--- config.mk ---
export PLATFORM = sky130hd
export DESIGN_NAME = exception_controller
export DESIGN_NICKNAME = d
export VERILOG_FILES = /design/src/rtl/exc_pkg.sv /design/src/rtl/irq_pending_latch.sv /design/src/rtl/exception_controller.sv
export SDC_FILE = /design/constraint.sdc
export NUM_CORES = 1
export LEC_CHECK = 0
export BUFFER_PORTS_ARGS = -buffer_cell sky130_fd_sc_hd__buf_2
export CORE_UTILIZATION = 36
export DETAILED_ROUTE_END_ITERATION = 8
export GPL_TIMING_DRIVEN = 0
export PLACE_DENSITY = 0.78
export SLEW_MARGIN = 5
export SYNTH_ARGS = -nofsm -noshare
export SYNTH_HDL_FRONTEND = slang
export SYNTH_SLANG_ARGS = --single-unit
--- constraint.sdc ---
create_clock -name clk -period 2 [get_ports clk]
set_input_delay 0.1 -clock clk [delete_from_list [all_inputs] [get_ports clk]]
set_output_delay 0.1 -clock clk [all_outputs]
set_load 0.01 [all_outputs]
--- src/rtl/exc_pkg.sv ---
// Shared types and cause codes for the exception controller.
package exc_pkg;

   typedef enum logic [1:0] {
      IDLE,
      REQ,
      HANDLER,
      HALT
   } state_t;

   localparam logic [3:0] EST_NONE     = 4'b0000;
   localparam logic [3:0] EST_INVOP    = 4'b0001;
   localparam logic [3:0] EST_MISAL    = 4'b0010;
   localparam logic [3:0] EST_IRQ_BASE = 4'b1000;
   localparam logic [3:0] EST_DFAULT   = 4'b1111;

endpackage

--- src/rtl/irq_pending_latch.sv ---
// Rising-edge detector and pending latch for the external IRQ lines.
// A new edge beats a same-cycle clear; freeze holds the pending set unchanged.
module irq_pending_latch #(
   parameter int unsigned NIRQ = 4
) (
   input  logic            clk,
   input  logic            reset,
   input  logic [NIRQ-1:0] irq,
   input  logic            freeze,
   input  logic [NIRQ-1:0] clr,
   output logic [NIRQ-1:0] pending
);

   logic [NIRQ-1:0] irq_d;
   logic [NIRQ-1:0] pending_q;
   logic [NIRQ-1:0] pending_d;
   logic [NIRQ-1:0] edges;

   // Next pending set: clear first, then OR in new edges so set wins.
   always_comb begin
      edges     = irq & ~irq_d;
      pending_d = pending_q;
      if (!freeze) begin
         pending_d = (pending_q & ~clr) | edges;
      end
   end

   // Edge history tracks irq every cycle; pending updates per pending_d.
   always_ff @(posedge clk) begin
      if (reset) begin
         irq_d     <= '0;
         pending_q <= '0;
      end else begin
         irq_d     <= irq;
         pending_q <= pending_d;
      end
   end

   assign pending = pending_q;

endmodule

--- src/rtl/exception_controller.sv ---
// Exception request controller: collects faults and IRQs, prioritises them,
// raises one request at a time and halts the core on a fault inside the handler.
module exception_controller
   import exc_pkg::*;
#(
   parameter int unsigned N    = 64,
   parameter int unsigned NIRQ = 4
) (
   input  logic            clk,
   input  logic            reset,
   input  logic [NIRQ-1:0] irq,
   input  logic            InvalidOp,
   input  logic [N-1:0]    DM_addr,
   input  logic            DM_access,
   input  logic            ExcAck,
   input  logic            ERet,
   output logic            Exc,
   output logic [3:0]      EStatus,
   output logic            InHandler,
   output logic            Halted,
   output logic [NIRQ-1:0] Pending
);

   // Only the low three address bits decide 8-byte alignment.
   localparam logic [N-1:0] ALIGN_MASK = {{(N-3){1'b0}}, 3'b111};

   state_t     state_q, state_d;
   logic       exc_q, exc_d;
   logic [3:0] estatus_q, estatus_d;
   logic       in_handler_q, in_handler_d;
   logic       halted_q, halted_d;

   logic [NIRQ-1:0] pending;
   logic [NIRQ-1:0] clr;
   logic            freeze;
   logic            misal;
   logic            fault;
   logic [3:0]      fault_cause;
   logic            irq_hit;
   logic [3:0]      irq_cause;

   irq_pending_latch #(
      .NIRQ(NIRQ)
   ) u_irq_pending_latch (
      .clk    (clk),
      .reset  (reset),
      .irq    (irq),
      .freeze (freeze),
      .clr    (clr),
      .pending(pending)
   );

   // Fault detection and fixed-priority IRQ encode (lowest index wins).
   always_comb begin
      misal       = DM_access & (|(DM_addr & ALIGN_MASK));
      fault       = InvalidOp | misal;
      fault_cause = InvalidOp ? EST_INVOP : EST_MISAL;
      irq_hit     = 1'b0;
      irq_cause   = EST_NONE;
      for (int i = int'(NIRQ) - 1; i >= 0; i--) begin
         if (pending[i]) begin
            irq_hit   = 1'b1;
            irq_cause = EST_IRQ_BASE | 4'(i);
         end
      end
   end

   // Retire the serviced IRQ when its request is acknowledged; freeze in HALT.
   always_comb begin
      freeze = (state_q == HALT);
      clr    = '0;
      for (int i = 0; i < int'(NIRQ); i++) begin
         clr[i] = (state_q == REQ) && ExcAck && (estatus_q == (EST_IRQ_BASE | 4'(i)));
      end
   end

   // Next-state and registered-output logic.
   always_comb begin
      state_d      = state_q;
      exc_d        = exc_q;
      estatus_d    = estatus_q;
      in_handler_d = in_handler_q;
      halted_d     = halted_q;
      unique case (state_q)
         IDLE: begin
            if (fault) begin
               estatus_d = fault_cause;
               exc_d     = 1'b1;
               state_d   = REQ;
            end else if (irq_hit) begin
               estatus_d = irq_cause;
               exc_d     = 1'b1;
               state_d   = REQ;
            end
         end
         REQ: begin
            // Cause stays frozen until the datapath takes the exception.
            if (ExcAck) begin
               exc_d        = 1'b0;
               in_handler_d = 1'b1;
               state_d      = HANDLER;
            end
         end
         HANDLER: begin
            // Return takes precedence over a simultaneous fault.
            if (ERet) begin
               estatus_d    = EST_NONE;
               in_handler_d = 1'b0;
               state_d      = IDLE;
            end else if (fault) begin
               estatus_d    = EST_DFAULT;
               halted_d     = 1'b1;
               in_handler_d = 1'b0;
               exc_d        = 1'b0;
               state_d      = HALT;
            end
         end
         HALT: begin
            state_d = HALT;
         end
         default: begin
            state_d = IDLE;
         end
      endcase
   end

   // State and output registers.
   always_ff @(posedge clk) begin
      if (reset) begin
         state_q      <= IDLE;
         exc_q        <= 1'b0;
         estatus_q    <= EST_NONE;
         in_handler_q <= 1'b0;
         halted_q     <= 1'b0;
      end else begin
         state_q      <= state_d;
         exc_q        <= exc_d;
         estatus_q    <= estatus_d;
         in_handler_q <= in_handler_d;
         halted_q     <= halted_d;
      end
   end

   assign Exc       = exc_q;
   assign EStatus   = estatus_q;
   assign InHandler = in_handler_q;
   assign Halted    = halted_q;
   assign Pending   = pending;

endmodule

# Word-level counts from Yosys, hierarchy flattened
# Cells that the tools add are included.
classes:
  eq_ne: 12
  n_mux: 29
  bitwise: 8
  reduce_logical: 15
ops:
  columns: ["op", "n"]
  rows:
  - ["$mux W4", 8]
  - ["$eq A4 B4 Y1 const B", 4]
  - ["$mux W2", 6]
  - ["$reduce_and A3 Y1", 4]
  - ["$mux W1", 11]
  - ["$and A4 B4 Y4", 2]
  - ["$not A4 Y4", 2]
  - ["$pmux W2 S4", 1]
  - ["$pmux W4 S2", 1]
  - ["$ne A2 B2 Y1 const B", 3]
  - ["$ne A3 B3 Y1 const B", 2]
  - ["$logic_and A1 B1 Y1", 5]
  - ["$reduce_and A5 Y1", 1]
  - ["$eq A2 B2 Y1 const B", 2]
  - ["$or A4 B4 Y4", 1]
  - ["$reduce_bool A2 Y1", 2]
  - ["$pmux W1 S3", 1]
  - ["$reduce_bool A3 Y1", 1]
  - ["$reduce_or A3 Y1", 1]
  - ["$eq A2 B1 Y1 const B", 1]
  - ["$logic_not A2 Y1", 1]
  - ["$pmux W1 S2", 1]
  - ["$and A1 B1 Y1", 1]
  - ["$not A1 Y1", 1]
  - ["$or A1 B1 Y1", 1]
totals:
  ff_bits: 17
  inputBits: 74
  out_inout_bits: 11
  elab_cells: 71

# Logic depth before layout (Yosys ltp)
# Gate-level depths: netlist of the first run.
logic_depth:
  word_depth: 7
  depth_mapped: 7
  depth_no_buf: 6

# Modules after synthesis
# From an unflattened synthesis of the first run, not the netlist that was laid out.
hier_totals:
  hier_cells: 103
  area_unflattened_um2: 984.7
modules_own_cells:
  columns: ["module", "n_inst", "cells_per_inst", "area_per_inst_um2", "seq_area_each_um2"]
  rows:
  - ["exception_controller", 1, 74, 673.1, 180.2]
  - ["irq_pending_latch", 1, 29, 311.5, 160.2]

# Worst setup path before layout of the first run
# Ideal clock, no wire load.
synth_path:
  path_type: "register -> register"
  startpoint: "reg state_q[0]"
  endpoint: "reg exc_q, in the netlist Exc"
  setup_ns: 0.121
  arrival_ns: 1.483
  required_ns: 1.879
  setup_slack_ns: 0.395
  stages_incl_launch_ff: 7
  path_buffers: 0
  synth_period_minus_slack_ns: 1.605
  path_cell_list: "dfxtp_1 -> inv_1 -> ha_1 -> nor2b_1 -> a31o_1 -> a21oi_1 -> mux2_4"
synth_between:
  elab_chain_len: 3
  word_cells_on_any_way: 10
  cone_classes: "6 x eq/ne; 1 x mux; 3 x reduce/logical"
synth_rtl:
  columns: ["element", "line_no", "source"]
  rows:
  - ["from (decl)", "exception_controller.sv:27", "state_t state_q, state_d;"]
  - ["from (signal assigned)", "exception_controller.sv:136", "state_q <= state_d;"]
  - ["$eq A2 B2 Y1, or another cell as far along", "exception_controller.sv:84", "unique case (state_q)"]
  - ["$ne A2 B2 Y1 (no source line), or another cell as far along", null, null]
  - ["$reduce_and A5 Y1 (no source line)", null, null]
  - ["to (signal assigned)", "exception_controller.sv:131", "exc_q <= 1'b0;"]
  - ["to (signal assigned)", "exception_controller.sv:137", "exc_q <= exc_d;"]
  - ["to (decl)", "exception_controller.sv:28", "logic exc_q, exc_d;"]
# Parallel ways exist; a longest one is shown, timed or not.
# A chain may end at the register's enable or synchronous reset.

# Worst setup path in the final report of the first run
layout_path:
  startpoint: "reg state_q[0]"
  endpoint: "reg state_q[1]"
layout_between:
  elab_chain_len: 3
  word_cells_on_any_way: 9
  cone_classes: "6 x eq/ne; 1 x mux; 2 x reduce/logical"
layout_rtl:
  columns: ["element", "line_no"]
  rows:
  - ["$eq A2 B2 Y1, or another cell as far along", "exception_controller.sv:84"]
  - ["$ne A3 B3 Y1 (no source line) or $ne A2 B2 Y1 (tied branches)", null]
  - ["$reduce_and A3 Y1 (no source line)", null]
# Parallel ways exist; a longest one is shown, timed or not.

==> results.cfg, run 1 <==
[run_status]
status = complete, no violations

[die]
core_sq_mm = 0.00248
rows = 18
start_util_pct = 37.8
fp.dieH_um = 53.0
dieArea_sq_mm = 0.00281
pin_count = 85
die_w_um = 53.0

[pwr]
vdd_drop_max_uv = 533
p_leak_nw = 0.484
p_int_w = 0.000722
p_clk_share_pct = 16.2
swShare_pct = 38.7
switchingPower_w = 0.000456
power_frac_seq_pct = 39.6
pwr_density_cell_mw_per_mm2 = 1050
total_power_w = 0.00118
comb_power_share_pct = 44.2

[sta]
drv_slew = 0
max_slew_margin_pct = 62.9
finalSetupViolCount = 0
fin_worst_skew_ns = 0.00433
fin_crit_sh_pct = 88.4
tns_ns = 0
rsz0062_at_grt = false
tightest_slew_ns = 0.557
setup_slack_ns = 0.231
finalHoldViolations = 0
max_clock_freq_ghz = 0.565
fin_crit_ns = 1.77

[yosys]
syn_avg_cell_area_sq_um = 9.56
synth-seq-area-share_pct = 36.3
ys.flop_type = dfxtp_1
syn_area_sq_um = 937
synthArstFlopShare_pct = 0
syn_nets = 177
synthCells = 98
synth.distinct_cells = 39
synth-seq-cells = 17
synth_edf_count = 0
yosys_warnings = 0

[clocking]
clk_latency_ns = 0.30
cts_tree = done
path_clk_slew_ns = 0.10
cts-buffers-inserted = 3
postCtsHoldBufs = 0
cts_sinks = 17
cts_setup_buffers = 0
cts-root-buf = clkbuf_4
clockBufferDepth = 2
postCtsResizedCells = 0
htree_levels = 1

[global_route]
grt.overflow.total = 0
grt_pass1_wl_um = 3290
grt_max_degree = 11
track_usage_pct = 16.5
grt_pass1_vias = 745
antenna_found_initial = 0

[place]
hpwl_um = 1620
globalplace.congestion = 0.798
post-place-cells = 151
dpl_worst_slack_ns = 0.261
port_buffers = 23

[setup_path]
end_kind = flip-flop
crit_type = reg -> reg
arrival_ns = 1.95
path_max_fanout = 5
r2r_setup_slack_ns = 0.23
cp-start-kind = flip-flop
required_ns = 2.18

[routing]
drt-initial-drc-count = 16
drc = 0
vias_per_cell = 5.33
vias = 826
routed_wl_um = 2080
drt_pass1_iterations = 4
ant_nets = 0
wire_per_inst_um = 13.4

[final_layout]
final_nets = 205
fillers = 240
drive_above_1_share_pct = 33.6
final_cell_mix = 24 x buf_2, 17 x dfxtp_1
syn_to_final_growth_pct = 19.2
diodes = 0
layout.cells.non_filler = 155
final_common_cell = buf_2

[job]
cap_violations = 0

[hold_path]
hp-class = in -> reg
[worst max-delay path, stage by stage (launching register included)]
cell     delay [ns]
dfxtp_1        0.38
inv_1          0.12
ha_1           0.28
nor2b_1        0.18
and3_1         0.22
nor3_1         0.35
o32ai_2        0.12
[through the flow]
step / cell area, sq um / util [%] / hold slack (ns)
CTS: 1120 / 45.1 / 0.00864
floorplan: 937 / - / 0.228
global route: 1120 / 45.1 / 0.0113
finish: 1120 / 45.1 / 0.0132
detailed placement: 1090 / 44.0 / 0.332
global placement: 1090 / 44.0 / 0.320
[power groups by stage]
| stage | clock network [W] | registers, W | logic (W) |
|---|---|---|---|
| global route | 0.000209 | 0.000474 | 0.000571 |
| finish | 0.000191 | 0.000466 | 0.000521 |
| CTS | 0.000199 | 0.000466 | 0.000519 |
| detailed placement | 0 | 0.000474 | 0.000516 |
| global placement | 0 | 0.000469 | 0.000501 |
| floorplan | 0 | 0.000490 | 0.000355 |
[layout make-up]
class | count | area [sq um] | share of cell area (%)
Timing Repair Buffer | 23 | 115 | 10.3
Clock inverter | 1 | 5.00 | 0.448
Buffer | 3 | 20.0 | 1.79
Tap cell | 30 | 37.5 | 3.36
Multi-Input combinational cell | 70 | 547 | 48.9
Inverter | 8 | 30.0 | 2.69
Clock buffer | 3 | 22.5 | 2.02
Sequential cell | 17 | 340 | 30.5
[kinds of logic after synthesis]
family | synth area share, %
mux | 1.60
buf+inv | 5.34
simple gates | 23.6
flops | 36.3
fa+ha+maj | 6.68
compound gates | 26.4
[synthesized netlist by cell type, types with 2 or more instances]
| cell type | count | area, sq um |
|---|---|---|
| a221oi_2 | 3 | 45.0 |
| nor3b_1 | 2 | 15.0 |
| a21oi_1 | 8 | 40.0 |
| o21ai_0 | 2 | 10.0 |
| or3b_2 | 2 | 17.5 |
| nor2_1 | 8 | 30.0 |
| nand4_1 | 2 | 12.5 |
| ha_1 | 5 | 62.6 |
| o21ai_1 | 2 | 10.0 |
| nand2_1 | 3 | 11.3 |
| nand2b_1 | 3 | 18.8 |
| inv_1 | 8 | 30.0 |
| nor2b_1 | 8 | 50.1 |
| dfxtp_1 | 17 | 340 |
[final timing paths]
kind                                              start  depth (start not counted)                                       to
worst max-delay path            state_q[0]$_SDFFE_PP0P_                          6                  state_q[1]$_SDFFE_PP0P_
worst min-delay path                             irq[1]                          2  u_irq_pending_latch.irq_d[1]$_SDFF_PP0_
worst min register to register      Halted$_SDFFE_PP0P_                          2                      Halted$_SDFFE_PP0P_
worst max register to register  state_q[0]$_SDFFE_PP0P_                          6                  state_q[1]$_SDFFE_PP0P_
[metal layers]
| layer | global-route usage (%) | vias up | share of wire [%] |
|---|---|---|---|
| met5 | 0 | - | 0 |
| met4 | 10.5 | 0 | 3.3 |
| met3 | 2.87 | 7 | 5.2 |
| met2 | 25.3 | 27 | 43 |
| met1 | 20.9 | 382 | 49 |
| li1 | - | 410 | - |
[state kept, by name, summed over array words and instances (netlist names)]
register	count
Exc	1
u_irq_pending_latch.irq_d	4
InHandler	1
u_irq_pending_latch.pending	4
Halted	1
state_q	2
EStatus	4
No activity file was read; power rests on OpenSTA's default activity.
==> run 2, diff against run 1 <==
==> constraint.sdc (replaced) <==
create_clock -name clk -period 1.7 [get_ports clk]
set_input_delay 0.085 -clock clk [delete_from_list [all_inputs] [get_ports clk]]
set_output_delay 0.085 -clock clk [all_outputs]
set_load 0.01 [all_outputs]
==> results.cfg, run 2 (synthesis gave the netlist of run 1 again) <==
[pwr]
swShare_pct = 39.0
comb_power_share_pct = 45.1
total_power_w = 0.00142
vdd_drop_max_uv = 663
p_leak_nw = 0.492
p_int_w = 0.000869
p_clk_share_pct = 16.2
switchingPower_w = 0.000555
power_frac_seq_pct = 38.7
pwr_density_cell_mw_per_mm2 = 1240

[routing]
drt-initial-drc-count = 21
wire_per_inst_um = 13.8
routed_wl_um = 2160
vias = 833
ant_nets = 0
vias_per_cell = 5.34
drt_pass1_iterations = 4
drc = 0

[global_route]
grt.overflow.total = 0
grt_pass1_wl_um = 3370
antenna_found_initial = 0
track_usage_pct = 16.9
grt_pass1_vias = 765
grt_max_degree = 11

[clocking]
cts-buffers-inserted = 3
clockBufferDepth = 2
cts-root-buf = clkbuf_4
clk_latency_ns = 0.31
path_clk_slew_ns = 0.10
cts_sinks = 17
htree_levels = 1
cts_tree = done

[setup_path]
required_ns = 1.91
cp-startpoint = state_q[0]$_SDFFE_PP0P_
rr_startpoint = state_q[0]$_SDFFE_PP0P_
crit_type = reg -> reg
r2r_setup_slack_ns = 0.06
cp-start-kind = flip-flop
crit_end = Exc$_SDFFE_PP0P_
reg2regPathDepth = 6
end_kind = flip-flop
arrival_ns = 1.85
path_max_fanout = 5
rr_endpoint = Exc$_SDFFE_PP0P_

[sta]
fin_crit_sh_pct = 96.4
max_slew_margin_pct = 64.1
finalSetupViolCount = 0
drv_slew = 0
fin_worst_skew_ns = 0.00229
fin_crit_ns = 1.64
max_clock_freq_ghz = 0.610
tightest_slew_ns = 0.538
finalHoldViolations = 0
rsz0062_at_grt = true

[hold_path]
whs_path_depth = 2
hp-class = in -> reg

[final_layout]
fillers = 238
diodes = 0
final_cell_mix = 24 x buf_2, 15 x dfxtp_1, 8 x inv_1, 8 x nor2_1, 7 x nor2b_1
drive_above_1_share_pct = 38.9
final_core_util_pct = 46.3
syn_to_final_growth_pct = 22.4
final_nets = 206
final_common_cell = buf_2

[run_status]
status = complete, no violations

[job]
cap_violations = 0

[die]
pin_count = 85
fp.dieH_um = 53.0
die_w_um = 53.0
rows = 18
dieArea_sq_mm = 0.00281
start_util_pct = 37.8
core_sq_mm = 0.00248

[place]
hpwl_um = 1620
globalplace.congestion = 0.798
port_buffers = 23
## run 2: cell types whose count changed in the layout (fill, tap and decap cells not counted), sizes merged
cell,delta
dlygate4sd3,+1
## run 2: worst min-delay path by stage
stage           start                                       to  slack [ns]
3_5_place_dp   irq[1]  u_irq_pending_latch.irq_d[1]$_SDFF_PP0_        0.32
3_3_place_gp   irq[1]  u_irq_pending_latch.irq_d[1]$_SDFF_PP0_        0.30
2_1_floorplan  irq[0]  u_irq_pending_latch.irq_d[0]$_SDFF_PP0_        0.21
5_1_grt        irq[2]  u_irq_pending_latch.irq_d[2]$_SDFF_PP0_       0.006
6_report       irq[3]  u_irq_pending_latch.irq_d[3]$_SDFF_PP0_       0.001
4_1_cts        irq[2]  u_irq_pending_latch.irq_d[2]$_SDFF_PP0_       0.003
## run 2: metal layers
| metal | wire (um) | global-route usage [%] | share of wire [%] |
|---|---|---|---|
| met5 | 0 | 0 | 0 |
| met3 | 110 | 2.87 | 5.1 |
| met1 | 1040 | 21.5 | 48 |
| met4 | 53 | 11.8 | 2.5 |
| met2 | 954 | 25.5 | 44 |
## run 2: repair_timing
item,in CTS,in global routing
gates resized for setup,1,6
hold endpoints to repair,1,0
cloned,0,0
buffers inserted,0,0
hold buffers,1,0
endpoints found under the setup margin,5,7
## run 2: critical path: stages (launching register included)
cell and delay [ns]:
dfxtp_2 0.36, inv_1 0.10, ha_2 0.24, nor2b_2 0.17, a31o_1 0.22, a21oi_2 0.14, mux2_4 0.30
## run 2: area by class of cell
| class | instances | area (sq um) | share of cell area, % |
|---|---|---|---|
| Tap cell | 30 | 37.5 | 3.27 |
| Inverter | 8 | 30.0 | 2.62 |
| Clock buffer | 3 | 22.5 | 1.96 |
| Clock inverter | 1 | 5.00 | 0.436 |
| Multi-Input combinational cell | 70 | 564 | 49.2 |
| Timing Repair Buffer | 24 | 125 | 10.9 |
| Sequential cell | 17 | 343 | 29.9 |
| Buffer | 3 | 20.0 | 1.74 |
## run 2: per-stage QoR
step / instance area (sq um) / setup TNS (ns) / setup WS [ns] / cells / hold slack, ns
after floorplan: 937 / 0 / 0.0953 / 98 / 0.213
after global routing: 1150 / -0.0274 / -0.0168 / 156 / 0.00616
after detailed placement: 1090 / -0.123 / -0.0392 / 151 / 0.317
final: 1150 / 0 / 0.0616 / 156 / 0.00120
after CTS: 1130 / -0.171 / -0.0455 / 156 / 0.00286
after global placement: 1090 / 0 / 0.0144 / 151 / 0.305
## run 2: power by group through the flow
| stage | combinational, W | sequential, W | clock [W] |
|---|---|---|---|
| after floorplan | 0.000418 | 0.000577 | 0 |
| after global placement | 0.000589 | 0.000552 | 0 |
| after detailed placement | 0.000607 | 0.000558 | 0 |
| after CTS | 0.000616 | 0.000548 | 0.000234 |
| after global routing | 0.000706 | 0.000562 | 0.000250 |
| final | 0.000642 | 0.000551 | 0.000230 |
